[config.mk]
export PLATFORM = sky130hd
export DESIGN_NAME = dmem_bridge
export DESIGN_NICKNAME = d
export VERILOG_FILES = /design/src/rtl/dmem_bridge.sv
export SDC_FILE = /design/constraint.sdc
export NUM_CORES = 1
export LEC_CHECK = 0
export CORE_ASPECT_RATIO = 1.1
export CORE_MARGIN = 2
export CORE_UTILIZATION = 40
export DETAILED_ROUTE_END_ITERATION = 10
export GPL_ROUTABILITY_DRIVEN = 0
export PLACE_DENSITY = 0.78
export SLEW_MARGIN = 20
export SYNTH_ARGS = -nofsm -noshare
export SYNTH_HDL_FRONTEND = slang
export SYNTH_SLANG_ARGS = --single-unit
[constraint.sdc]
create_clock -name clk -period 2.4 [get_ports clk]
set_clock_uncertainty 0.2 [all_clocks]
set_input_delay 0.72 -clock clk [delete_from_list [all_inputs] [get_ports clk]]
set_output_delay 0.72 -clock clk [all_outputs]
set_load 0.1 [all_outputs]
[src/rtl/dmem_bridge.sv]
// dmem_bridge: load/store bridge from the single-cycle core datapath to a
// valid/ready data-memory bus. It registers one request per memory
// instruction, issues it on the bus, waits for the response and returns the
// read word. The core is stalled until the access reaches DONE.
// Optional feature macro: DMEM_TIMEOUT_EN. When it is defined, an access that
// stays in REQ/RESP for TIMEOUT_CYCLES cycles is aborted with core_err=1.
module dmem_bridge #(
   parameter int ADDR_W         = 32,
   parameter int TIMEOUT_CYCLES = 255
) (
   input  logic              clk,
   input  logic              n_rst,
   input  logic              core_req,
   input  logic              core_we,
   input  logic [ADDR_W-1:0] core_addr,
   input  logic [31:0]       core_wdata,
   input  logic [3:0]        core_be,
   output logic [31:0]       core_rdata,
   output logic              core_err,
   output logic              stall,
   output logic              bus_valid,
   input  logic              bus_ready,
   output logic              bus_we,
   output logic [ADDR_W-1:0] bus_addr,
   output logic [31:0]       bus_wdata,
   output logic [3:0]        bus_be,
   input  logic              bus_rvalid,
   input  logic [31:0]       bus_rdata,
   input  logic              bus_rerr
);

   typedef enum logic [1:0] {
      IDLE = 2'd0,
      REQ  = 2'd1,
      RESP = 2'd2,
      DONE = 2'd3
   } state_t;

   state_t state;
   state_t state_nxt;

   // timeout: the access has been outstanding long enough to be abandoned
   logic timeout;
   // completion: the current cycle finishes the pending bus phase
   logic completion;
   // abort: timeout takes effect only when nothing completes this cycle
   logic abort;

`ifdef DMEM_TIMEOUT_EN
   localparam logic [15:0] TIMEOUT_LAST = 16'(TIMEOUT_CYCLES - 1);

   logic [15:0] to_cnt;

   // Cycle counter: zero on REQ entry (it is held at zero in IDLE), counts REQ/RESP cycles
   always_ff @(posedge clk or negedge n_rst) begin
      if (!n_rst) begin
         to_cnt <= '0;
      end else if (state == IDLE) begin
         to_cnt <= '0;
      end else if (state == REQ || state == RESP) begin
         to_cnt <= to_cnt + 16'd1;
      end
   end

   // The >= keeps the abort armed in RESP after a handshake that landed on the last REQ cycle
   assign timeout = (state == REQ || state == RESP) && (to_cnt >= TIMEOUT_LAST);
`else
   // The timeout threshold has no effect in this build; the bridge waits indefinitely
   logic [15:0] unused_timeout_cycles;
   assign unused_timeout_cycles = 16'(TIMEOUT_CYCLES);
   assign timeout = 1'b0;
`endif

   assign completion = (state == REQ && bus_ready) || (state == RESP && bus_rvalid);
   assign abort      = timeout && !completion;

   // State register
   always_ff @(posedge clk or negedge n_rst) begin
      if (!n_rst) begin
         state <= IDLE;
      end else begin
         state <= state_nxt;
      end
   end

   // Next-state logic plus the combinational handshake and stall outputs
   always_comb begin
      state_nxt = state;
      bus_valid = 1'b0;
      stall     = n_rst & core_req & (state != DONE);
      case (state)
         IDLE: begin
            if (core_req) begin
               state_nxt = REQ;
            end
         end
         REQ: begin
            bus_valid = 1'b1;
            if (bus_ready) begin
               state_nxt = RESP;
            end else if (abort) begin
               state_nxt = DONE;
            end
         end
         RESP: begin
            if (bus_rvalid || abort) begin
               state_nxt = DONE;
            end
         end
         DONE: begin
            // Always return to IDLE so the retiring instruction is never reissued
            state_nxt = IDLE;
         end
         default: begin
            state_nxt = IDLE;
         end
      endcase
   end

   // Request capture in IDLE and response capture in RESP (or on abort)
   always_ff @(posedge clk or negedge n_rst) begin
      if (!n_rst) begin
         bus_we     <= 1'b0;
         bus_addr   <= '0;
         bus_wdata  <= '0;
         bus_be     <= '0;
         core_rdata <= '0;
         core_err   <= 1'b0;
      end else begin
         if (state == IDLE && core_req) begin
            bus_we    <= core_we;
            bus_addr  <= core_addr;
            bus_wdata <= core_wdata;
            bus_be    <= core_be;
            core_err  <= 1'b0;
         end
         if (state == RESP && bus_rvalid) begin
            core_rdata <= bus_we ? 32'd0 : bus_rdata;
            core_err   <= bus_rerr;
         end else if (abort) begin
            core_rdata <= 32'd0;
            core_err   <= 1'b1;
         end
      end
   end

endmodule

==> results of run 1 <==
metal layers:
metal	vias to the layer above	part of all wire (%)	wire, um
li1	1442	-	-
met1	1490	35	3800
met2	145	52	5550
met3	21	10	1120
met4	0	2.8	303
met5	-	0	0
layout by cell type (no fill, tap or decap):
| cell | n |
|---|---|
| inv_1 | 5 |
| a222oi_1 | 1 |
| clkdlybuf4s50_1 | 104 |
| dlygate4sd2_1 | 1 |
| buf_12 | 108 |
| clkbuf_1 | 1 |
| clkinv_2 | 3 |
| ha_1 | 4 |
| mux2i_1 | 1 |
| mux2_2 | 69 |
| dfrtp_1 | 104 |
| nor2_4 | 1 |
| nand2_2 | 3 |
| nor2_1 | 1 |
| clkbuf_8 | 10 |
| buf_4 | 6 |
| nand2_1 | 33 |
| nand2b_1 | 32 |
| o21ai_0 | 32 |
| nand3_1 | 2 |
| mux2_1 | 1 |
| bufinv_16 | 1 |
worst reg2reg max path: stages (launching register included):
cell and delay (ns):
dfrtp_1 0.39, inv_1 0.09, ha_1 0.26, a222oi_1 0.42
mux2_1 0.37
path summary, 6_finish.rpt:
kind / endpoint / slack [ns] / cells after the start
min reg2reg: core_rdata[14] / 0.35 / 2
max: stall / 0.16 / 4
min: bus_addr[22] / 0.23 / 2
min in group clk: core_rdata[14] / 0.35 / 2
max in group asynchronous: bus_addr[1] / 1.32 / 2
max reg2reg: state[1] / 0.55 / 4
area by class of cell:
| cell class | count | area (um2) | share of cell area (%) |
|---|---|---|---|
| Clock buffer | 11 | 141 | 1.86 |
| Clock inverter | 4 | 45.0 | 0.593 |
| Inverter | 5 | 18.8 | 0.247 |
| Multi-Input combinational cell | 180 | 1390 | 18.2 |
| Sequential cell | 104 | 2600 | 34.2 |
| Tap cell | 120 | 150 | 1.98 |
| Timing Repair Buffer | 219 | 3260 | 42.8 |
state kept, by name (all words and copies together) (netlist names):
signal / flops
bus_addr: 32
bus_be: 4
bus_wdata: 32
bus_we: 1
core_err: 1
core_rdata: 32
state: 2
through the flow:
stage	setup TNS, ns	cells	hold WS, ns	setup WS (ns)	cell area, um2
final	0	643	0.230	0.164	7600
after global placement	-0.0927	628	0.325	-0.0927	7410
after global routing	0	643	0.271	0.124	7600
after floorplan	0	306	0.224	0.190	4070
after detailed placement	-0.0933	628	0.334	-0.0933	7410
after CTS	0	643	0.260	0.145	7600
cell families after synthesis:
family / synth area share, %
flops: 64.0
simple gates: 8.68
mux: 19.6
compound gates: 4.18
buf+inv: 2.28
fa+ha+maj: 1.23
repair_timing:
action                     CTS  global route
setup endpoints to repair    1             0
gates resized for setup      2             0
hold buffers                 0             0
buffers inserted             0             0
==> metrics.md, run 1 <==
| Metric | Value |
|---|---|
| Fill cells | `around 620` |
| Post-layout util | `76.9%` |
| I/O Buffers | `210` |
| Final ANT Viol Nets | `0` |
| Startpoint types | `primary input` |
| Hpwl dp | `8430 um` |
| Clock transition at path regs | `about 0.090 ns` |
| Boundary Pins | `211` |
| Core Region | `0.00989 mm2` |
| Skew-Pair Late Insertion Delay | `0.35 ns` |
| Synth area leader | `dfrtp_1` |
| Fmax | `447 MHz` |
| Syn nets | `between 400 and 500` |
| Final wirelength | `10800 um` |
| Largest stage delay on the critical path | `0.22 ns` |
| CP Max Fanout | `2` |
| Vias per cell | `4.82` |
| Max Slew Vio Count | `0` |
| CP top delay family | `buffers and inverters` |
| Crit end category | `output port` |
| Most numerous cell in the Yosys netlist | `dfrtp_1` |
| Final setup fails | `0` |
| Total track usage | `between 10% and 20%` |
| Outcome | `completed` |
| Post-synth EDFFs | `0` |
| Met3 GRT Util | `under 10%` |
| Asr flop ratio synth | `between 90% and 100%` |
| Met1 Track Usage GR | `between 20% and 30%` |
| Tmin final | `2.24 ns` |
| Inserted Clock Buffers | `9` |
| Syn Std Cell Area | `slightly above 0.004 mm2` |
| Busiest grt layer | `met2` |
| DR vias | `3098` |
| Critical-path cell list | `dlygate4sd2_1 > nand2_2 > nor2_4 > buf_12` |
| RSZ-0062 raised after global routing | `no` |
| HP Class | `primary input to async pin` |
| Clk buf depth | `2` |
| Worst Max-Slew Pin Slew | `0.560 ns` |
| Slew HR | `62.7%` |
| Root buffer cell | `clkbuf_8` |
| Share of Yosys cell area claimed by the top area cell type | `64.0%` |
| Ys flop type | `dfrtp_1` |
| CP Class | `primary input to output port` |
| Vias in the first global route | `3307` |
| Pin count of the biggest net entering global routing | `105` |
| Dominant cells by area after synthesis | `dfrtp_1, mux2_2, nand2b_1, o21ai_0, nand2_1` |
| Starting Density | `41.1%` |
| Nets | `630` |
| Antenna violations before repair | `0` |
| First-pass GRT wire length | `16700 um` |
| Synth warnings | `0` |
| Diode count | `0` |
| Register area share after synthesis | `64.0%` |
| # DRC | `0` |
| Max-Cap Viols | `0` |
| Met2 Resource Use GR | `34.4%` |
| Syn avg cell area | `13.3 um2` |
| Arrival time worst endpoint | `1.32 ns` |
| Fin crit share | `between 90% and 100%` |
| Share of layout cells above drive strength 1 | `38.4%` |
| Worst EP required | `~1.5 ns` |
| Area grow syn2layout | `86.9%` |
| Die Width | `100 um` |
| Critical path origin | `core_req` |
| FP Rows | `38` |
| Crit-path slowest cell | `dlygate4sd2_1` |
| First-pass iteration count of the detailed router | `4` |
| Global route total overflow | `0` |
| Final-report hold violation count | `0` |
| Max H-tree Level | `3` |
| Die height | `110 um` |
| Count of cell types in the netlist | `14` |
| CTS sink cnt | `around 100` |
| Clock tree from TritonCTS | `built` |
| WP buf/inv | `2` |
| Cell count after synthesis | `306` |
| Reg-to-Reg Start | `state[0]` |
| List of most frequent post-synthesis cells | `dfrtp_1, mux2_2, nand2_1, nand2b_1, o21ai_0` |
| Drt wl/cell | `16.8 um` |
| Seq cells post-synth | `between 100 and 150` |
| Initial DRC Count | `91` |
| Die Area | `0.0110 mm2` |
Power of run 1 is not shown: default switching activity piles up to over one toggle a cycle in this logic, so the estimate is an artifact.
==> run 2, diff against run 1 <==
--- a/config.mk
+++ b/config.mk
@@ -11,7 +11,7 @@
 export DETAILED_ROUTE_END_ITERATION = 10
 export GPL_ROUTABILITY_DRIVEN = 0
 export PLACE_DENSITY = 0.78
-export SLEW_MARGIN = 20
+export SLEW_MARGIN = 5
 export SYNTH_ARGS = -nofsm -noshare
 export SYNTH_HDL_FRONTEND = slang
 export SYNTH_SLANG_ARGS = --single-unit
==> results of run 2 <==
Same layout as run 1: the final DEF is identical, and so are final timing and power.
Power of run 2 is left out for the same reason.
==> run 3, diff against run 2 <==
--- a/config.mk
+++ b/config.mk
@@ -7,11 +7,13 @@
 export LEC_CHECK = 0
 export CORE_ASPECT_RATIO = 1.1
 export CORE_MARGIN = 2
-export CORE_UTILIZATION = 40
+export CORE_UTILIZATION = 50
 export DETAILED_ROUTE_END_ITERATION = 10
+export DONT_BUFFER_PORTS = 1
 export GPL_ROUTABILITY_DRIVEN = 0
-export PLACE_DENSITY = 0.78
+export PLACE_DENSITY = 0.62
 export SLEW_MARGIN = 5
 export SYNTH_ARGS = -nofsm -noshare
 export SYNTH_HDL_FRONTEND = slang
 export SYNTH_SLANG_ARGS = --single-unit
+export TNS_END_PERCENT = 20
==> run 3 against run 2 <==
Clock-buffer cell count down 1. The run now ends with hold timing left. Critical path type is now flip-flop to output port. Worst hold slack worse by 0.38 ns. Maximum frequency down 0.85%. Design area down 39%.
==> metrics.md, run 3 (synthesized netlist as in run 1, its figures left out) <==
| Metric | Value |
|---|---|
| Max-Cap Viols | `0` |
| Final setup fails | `0` |
| Commonest cells after routing, fill and taps aside | `dfrtp_1, mux2_2, buf_4` |
| Critical-path cell list | `inv_1 > ha_1 > buf_4` |
| CP Class | `flip-flop to output port` |
| # DRC | `0` |
| Max Slew Vio Count | `0` |
| RSZ-0062 raised after global routing | `no` |
| Final worst slack | `~0.14 ns` |
| Area grow syn2layout | `14.8%` |
| Largest stage delay on the critical path | `about 0.42 ns` |
| Final ANT Viol Nets | `0` |
| Setup TNS | `0 ns` |
| Total track usage | `18.4%` |
| Initial DRC Count | `86` |
| Pin count of the biggest net entering global routing | `106` |
| Final wirelength | `8110 um` |
| Clk buf depth | `2` |
| Arrival time worst endpoint | `1.34 ns` |
| Root buffer cell | `clkbuf_8` |
| Vias per cell | `5.19` |
| Die height | `98.6 um` |
| Clock tree from TritonCTS | `built` |
| Die Area | `0.00887 mm2` |
| Tmin final | `2.26 ns` |
| Nets | `450` |
| Antenna violations before repair | `0` |
| HP Class | `primary input to async pin` |
| Starting Density | `51.4%` |
| Die Width | `90.0 um` |
| Hpwl dp | `5820 um` |
| Drt wl/cell | `17.9 um` |
| Fin crit share | `a little over nine tenths` |
| Outcome | `finished, violations left` |
| Fill cells | `697` |
| Fmax | `between 400 and 500 MHz` |
| Worst EP required | `1.48 ns` |
| Core Region | `approximately 0.0079 mm2` |
| Largest regs | `bus_addr: 32 flops, bus_wdata: 32 flops, core_rdata: 32 flops` |
| Pre-CTS WS | `0.383 ns` |
| Met3 GRT Util | `6.50%` |
| Met1 Track Usage GR | `21.2%` |
| CTS sink cnt | `between 100 and 150` |
| Commonest non-fill, non-tap cell in the layout | `dfrtp_1` |
| Slew HR | `38.5%` |
| First-pass GRT wire length | `12700 um` |
| Boundary Pins | `211` |
| Inserted Clock Buffers | `9` |
| Final-report hold violation count | `around 100` |
| DR vias | `2345` |
| Global route total overflow | `0` |
| CTS resizes | `0` |
| Max H-tree Level | `3` |
| Reg-to-Reg Start | `state[0]` |
| Clock transition at path regs | `0.10 ns` |
| Skew-Pair Late Insertion Delay | `0.34 ns` |
| Startpoint types | `flip-flop` |
| Met2 Resource Use GR | `31.8%` |
| Post-CTS Setup Inserts | `0` |
| Share of layout cells above drive strength 1 | `roughly 37%` |
| Critical path origin | `state[1]` |
| Vias in the first global route | `2367` |
| FP Rows | `34` |
| I/O Buffers | `0` |
| CP Max Fanout | `4` |
| Worst Max-Slew Pin Slew | `0.923 ns` |
| Failing checks | `hold timing` |
| Reg2reg path depth | `4` |
| Final hold slack | `-0.151 ns` |
| Crit end category | `output port` |
| First-pass iteration count of the detailed router | `4` |
| Crit-path slowest cell | `dfrtp_1` |
| Diode count | `0` |
| Busiest grt layer | `met2` |
-- run 3: changes by cell type in the layout (fill, tap and decap cells not counted), moves of 2 or more --
cell             change
buf_12             -105
buf_4               +30
clkdlybuf4s50_1    -104
clkinv_2             -2
clkinvlp_4           +2
-- run 3: final cells by class --
cell class	instances	area (um2)	share of cell area (%)
sequential	104	2600	55.8
tap	108	135	2.90
inverter	5	18.8	0.402
timing repair buffer	39	330	7.08
multi-input combinational	180	1380	29.7
clock inverter	6	67.6	1.45
clock buffer	10	128	2.73
-- run 3: worst paths after layout --
path / slack (ns) / end
min: -0.15 / core_rdata[16]
min in group clk: 0.29 / core_rdata[7]
max in group asynchronous: 2.00 / state[0]
min reg2reg: 0.29 / core_rdata[7]
max reg2reg: 0.43 / state[1]
max: 0.14 / bus_valid
-- run 3: per-layer routing --
metal | vias up | share of wire [%] | wire length, um
met5 | - | 0 | 0
met4 | 0 | 1.8 | 146
met3 | 11 | 9.5 | 767
met2 | 118 | 52 | 4220
met1 | 1135 | 37 | 2980
li1 | 1081 | - | -
-- run 3: critical path: cells and delay by family (launching register included) --
family / cells / cell delay (ns)
flops: 1 / 0.42
buf+inv: 2 / 0.39
fa+ha+maj: 1 / 0.18
-- run 3: stage by stage --
stage               util (%)  hold WS, ns  instance area [um2]  std cells
global route            59.0       -0.181                 4670        452
global placement        56.5        0.227                 4470        436
floorplan                  -        0.224                 4070        306
CTS                     59.0       -0.175                 4670        452
detailed placement      56.5        0.226                 4470        436
finish                  59.0       -0.151                 4670        452
Power of run 3 is left out for the same reason.
==> patch 1: new RTL, settings of run 1 <==
Re-encode `state_t` (4 states) as one-hot, 4 bits wide.
--- a/src/rtl/dmem_bridge.sv
+++ b/src/rtl/dmem_bridge.sv
@@ -29,11 +29,11 @@
    input  logic              bus_rerr
 );
 
-   typedef enum logic [1:0] {
-      IDLE = 2'd0,
-      REQ  = 2'd1,
-      RESP = 2'd2,
-      DONE = 2'd3
+   typedef enum logic [3:0] {
+      IDLE = 4'b0001,
+      REQ  = 4'b0010,
+      RESP = 4'b0100,
+      DONE = 4'b1000
    } state_t;
 
    state_t state;
Behaviour: same outputs for any inputs over 10 cycles, from zero or initial values and one cycle with n_rst low; not proved beyond that.
==> patch 1 against run 1 <==
Worst setup slack got worse by 0.098 ns. Design area up 8.8%. Sequential cell count rose by 2. Final cell count is 1.9% higher. Wire length up 9.9%. Synthesized area increased by 14%. Non-clock buffer count is 9 higher. Synthesized cell count down 9.2%. Hold slack improved by 0.010 ns. Critical path type is now flop to primary output.
Power is left out: the tool's default activity adds up to more than one toggle a clock period on the data nets, which glitch-free logic cannot reach.
==> patch 1: results (changes against run 1) <==
The run finished with clean final reports. The cell total after placement came out at 631 (+0.48%). The run gives 3 (+3) as the post-CTS setup-driven buffer insertion count.

The net count reported at finish is 607 (-3.7%). Reg-to-reg setup timing slack: 0.23 ns (-0.32 ns). The run gives 0.574 (-0.0661) as the sequential area share after synthesis. The minimum clock period after layout is 2.33 ns (+0.0981 ns).

The tools report the initial detailed-routing violation count as 111 (+22%). The run gives 3409 (+3.1%) as the via count of the first global-routing pass. For this design, the slowest cell found on the critical path is dfrtp_2. Worst stage delay on the critical path: 0.46 ns (+0.24 ns). The tools report the worst hold-check slack as 0.241 ns (+0.0103 ns). The worst register-to-register path begins at state[0]$_DFFE_PN1P_. Placed wire-length estimate: 8.62 mm (+2.3%).

By area the synthesized netlist is led by dfrtp_1 57%, mux2_4 22%, mux2_2 7.8%. Global routing usage on met1: 0.230 (+0.0158). In this run the worst setup path begins at state[2]$_DFFE_PN0P_. The global-route wire length before repair was 18.6 mm (+11%). Clock-pin slew on the worst setup and hold paths: 0.07 ns (-0.02 ns). The cell area after placement was 0.00788 mm² (+6.2%). The run gives 927 µm (-17%) as the wire length on met3. The wire length per cell after detailed routing is 18.1 µm (+7.8%), and the met2 usage in global routing is 0.333 (-0.0104).

The tools report the clock root buffer as clkbuf_16. The tools report the via count as 3075 (-0.74%). In the synthesized netlist, the cells that appear most often are 105 x dfrtp_1, 69 x mux2_4, 32 x mux2_2, 32 x nor2b_1, 8 x buf_12. The tools report the met1 wire length as 4.63 mm (+22%).

The pin count of the biggest net entering global routing was 107 (+1.9%). The number of cells traversed by the worst register-to-register path works out to 6 (+2). The post-synth net total is 385 (-7.7%). The number of vias per cell is 4.69 (-2.6%). Transition at the pin with the smallest max-transition slack: 0.589 ns (+0.0288 ns). The total met2 wirelength after detailed routing is 6.12 mm (+10%). The worst setup slack before clock tree synthesis is -0.230 ns (-0.136 ns), and the number of library cell types mapped by synthesis is 25 (+11).

The tools report the worst reg2reg path endpoint as bus_addr[9]$_DFFE_PN0P_. The aggregate global-route resource usage was 0.194 (-0.00462); the share of cells above drive strength 1 was 0.497 (+0.113).
==> patch 1: cell count changes after synthesis, moves of 4 or more <==
cell,run 1,this run
nand2_1,36,3
buf_12,0,8
o21ai_0,32,2
ha_1,4,0
clkbuf_1,9,3
nand2b_1,32,1
buf_2,8,3
mux2_4,0,69
mux2_2,69,32
nor2b_1,0,32
==> patch 1: logic make-up after synthesis <==
| logic type | share of synthesized area |
|---|---|
| DFF | 0.574 |
| muxes | 0.304 |
| and+or+nand+nor | 0.0679 |
| buffers and inverters | 0.0476 |
| AOI/OAI and AO/OA | 0.00649 |
==> patch 1: layout make-up <==
cell class	count	area, µm²
sequential	106	2660
multi-input combinational	153	1790
timing repair buffer	228	3310
tap	150	188
fill	739	3120
clock buffer	9	225
inverter	2	7.51
clock inverter	7	92.6
==> patch 1: critical path: cells and delay by family, from the launching register on <==
family        cells  cell delay [ns]
simple gates      2             0.28
flops             1             0.46
buf+inv           2             0.33
==> patch 2: new RTL, settings of run 1 <==
Without the edit above. The parameter `ADDR_W` goes from 32 to 64.
--- a/src/rtl/dmem_bridge.sv
+++ b/src/rtl/dmem_bridge.sv
@@ -5,7 +5,7 @@
 // Optional feature macro: DMEM_TIMEOUT_EN. When it is defined, an access that
 // stays in REQ/RESP for TIMEOUT_CYCLES cycles is aborted with core_err=1.
 module dmem_bridge #(
-   parameter int ADDR_W         = 32,
+   parameter int ADDR_W         = 64,
    parameter int TIMEOUT_CYCLES = 255
 ) (
    input  logic              clk,
Interface: changed (resized bus_addr and core_addr); port bits go from 211 to 275. The function was not compared with the original's and may differ.
==> patch 2 against run 1 <==
Critical path type is now flop to primary output. The flow now finishes with violations (design-rule violations). Worst setup slack worse by 0.040 ns. Core utilization up 3.8 points. Synthesized area up 29%. Design area up 35%. Wire length up 48%. Sequential cell count up 32. Hold slack better by 0.046 ns.
Power is not shown: default switching activity piles up to over one toggle a cycle in this logic, so the estimate is an artifact.
==> patch 2: results (changes against run 1) <==
The run finished, with violations left. The final reports fail on design-rule violations. The run gives 374 (+22%) as the count of mapped cells out of synthesis.

For the number of library cell types mapped by synthesis, the log shows 14 (unchanged). The logs give 190 (+110%) for the initial detailed-routing violation count and 1.36 ns (+0.04 ns) for the data arrival time of the critical path. For the aggregate global-route resource usage, the log shows 0.226 (+0.0271). For the post-synth net total, the log shows 517 (+24%).

The gate family responsible for the most delay along the worst path was flip-flops. The share of cell area taken by muxes after synthesis was 0.221 (+0.0244). The tools report the via count of the first global-routing pass as 4275 (+29%). The clock root buffer was clkbuf_16. The logs give 15.9 mm (+48%) for the wire length after detailed routing and 4011 (+29%) for the via count.

Clock latency at the later pin of the worst-skew pair: 0.41 ns (+0.06 ns). The DRC violations left came out at 22 (+22). The run gives 11.8 mm (+39%) as the placed wire-length estimate. The number of fillers in the final layout came out at 668 (+8.4%). The maximum fanout encountered on the critical timing path was 3 (+1); the synthesized-area fraction occupied by ao, oa, aoi and oai cells was 0.0324 (-0.00943). Cell total after placement: 797 (+27%). The pin count of the biggest net entering global routing is 137 (+30%).

Counting instances in the post-synthesis netlist gives the leading cell types as 136 x dfrtp_1, 101 x mux2_2, 36 x nand2_1, 32 x nand2b_1, 32 x o21ai_0. The transition at the pin with the smallest max-transition slack was 0.704 ns (+0.144 ns). For the global-route wire length before repair, the log shows 23.6 mm (+42%). The number of antenna diodes was 0 (unchanged).

The share of cells above drive strength 1 works out to 0.421 (+0.0368). The worst-case clock buffer depth is 2 (unchanged), and the iteration count of the initial detailed-routing pass is 7 (+3). The wire length per cell after detailed routing is 19.2 µm (+15%). The cell area after placement was 0.00963 mm² (+30%); the worst stage delay on the critical path was 0.40 ns (+0.18 ns).

The clock-pin slew on the worst setup and hold paths came out at 0.06 ns (-0.03 ns). For the worst setup slack before clock tree synthesis, the log shows -0.108 ns (-0.0152 ns). The area added between synthesis and finish was 95.0%; the adder-cell area share of the yosys netlist was 0.00953 (-0.00277). The largest individual stage delay along the critical path comes from the cell dfrtp_1. The quantity of I/O buffers inserted on ports was 274 (+30%). After synthesis, the cell types taking the most area are dfrtp_1 65%, mux2_2 22%, nand2b_1 3.8%. H-tree depth reported by CTS: 4 (+1). In the final layout, the registers with the most flip-flops are bus_addr x64, bus_wdata x32, core_rdata x32.

The logs give 0.648 (+0.00824) for the sequential area share after synthesis and 17 (+8) for the clock buffer count from CTS. The xor and xnor area share after synthesis is 0 (unchanged).
patch 2: cell count changes in the layout (fill, tap and decap cells not counted):
cell,delta
clkbuf_8,-9
buf_12,+33
clkbuf_1,+3
clkinv_2,+3
buf_4,+2
mux2_2,+32
clkdlybuf4s50_1,+32
buf_6,+1
nand2_2,-1
bufinv_16,+3
dfrtp_1,+32
clkbuf_16,+17
nand2_4,+1
patch 2: path summary, 6_finish.rpt:
path	startpoint	endpoint	slack, ns	cells past startpoint
max	state[0]$_DFFE_PN0P_	stall	0.12	3
min	n_rst	bus_addr[3]$_DFFE_PN0P_	0.28	2
max reg2reg	state[0]$_DFFE_PN0P_	bus_addr[30]$_DFFE_PN0P_	0.54	5
min reg2reg	core_rdata[22]$_DFFE_PN0P_	core_rdata[22]$_DFFE_PN0P_	0.34	2
max in group asynchronous	n_rst	bus_addr[51]$_DFFE_PN0P_	1.25	2
min in group clk	core_rdata[22]$_DFFE_PN0P_	core_rdata[22]$_DFFE_PN0P_	0.34	2
patch 2: per-layer routing:
metal / global-route usage / up-vias / wire [µm]
met4: 0.0671 / 0 / 267
met1: 0.237 / 1953 / 5530
li1: - / 1838 / -
met5: 0 / - / 0
met2: 0.412 / 202 / 8560
met3: 0.0983 / 18 / 1590
patch 2: final cells by class:
type                       count  area share
clock buffer                  22      0.0444
clock inverter                10      0.0147
inverter                       5     0.00183
multi-input combinational    212       0.171
sequential                   136       0.332
tap                          157      0.0192
timing repair buffer         287       0.416
patch 2: what timing repair did:
item                       in CTS  in global routing
hold buffers                    0                  0
setup endpoints to repair       1                  0
resized for setup               2                  0
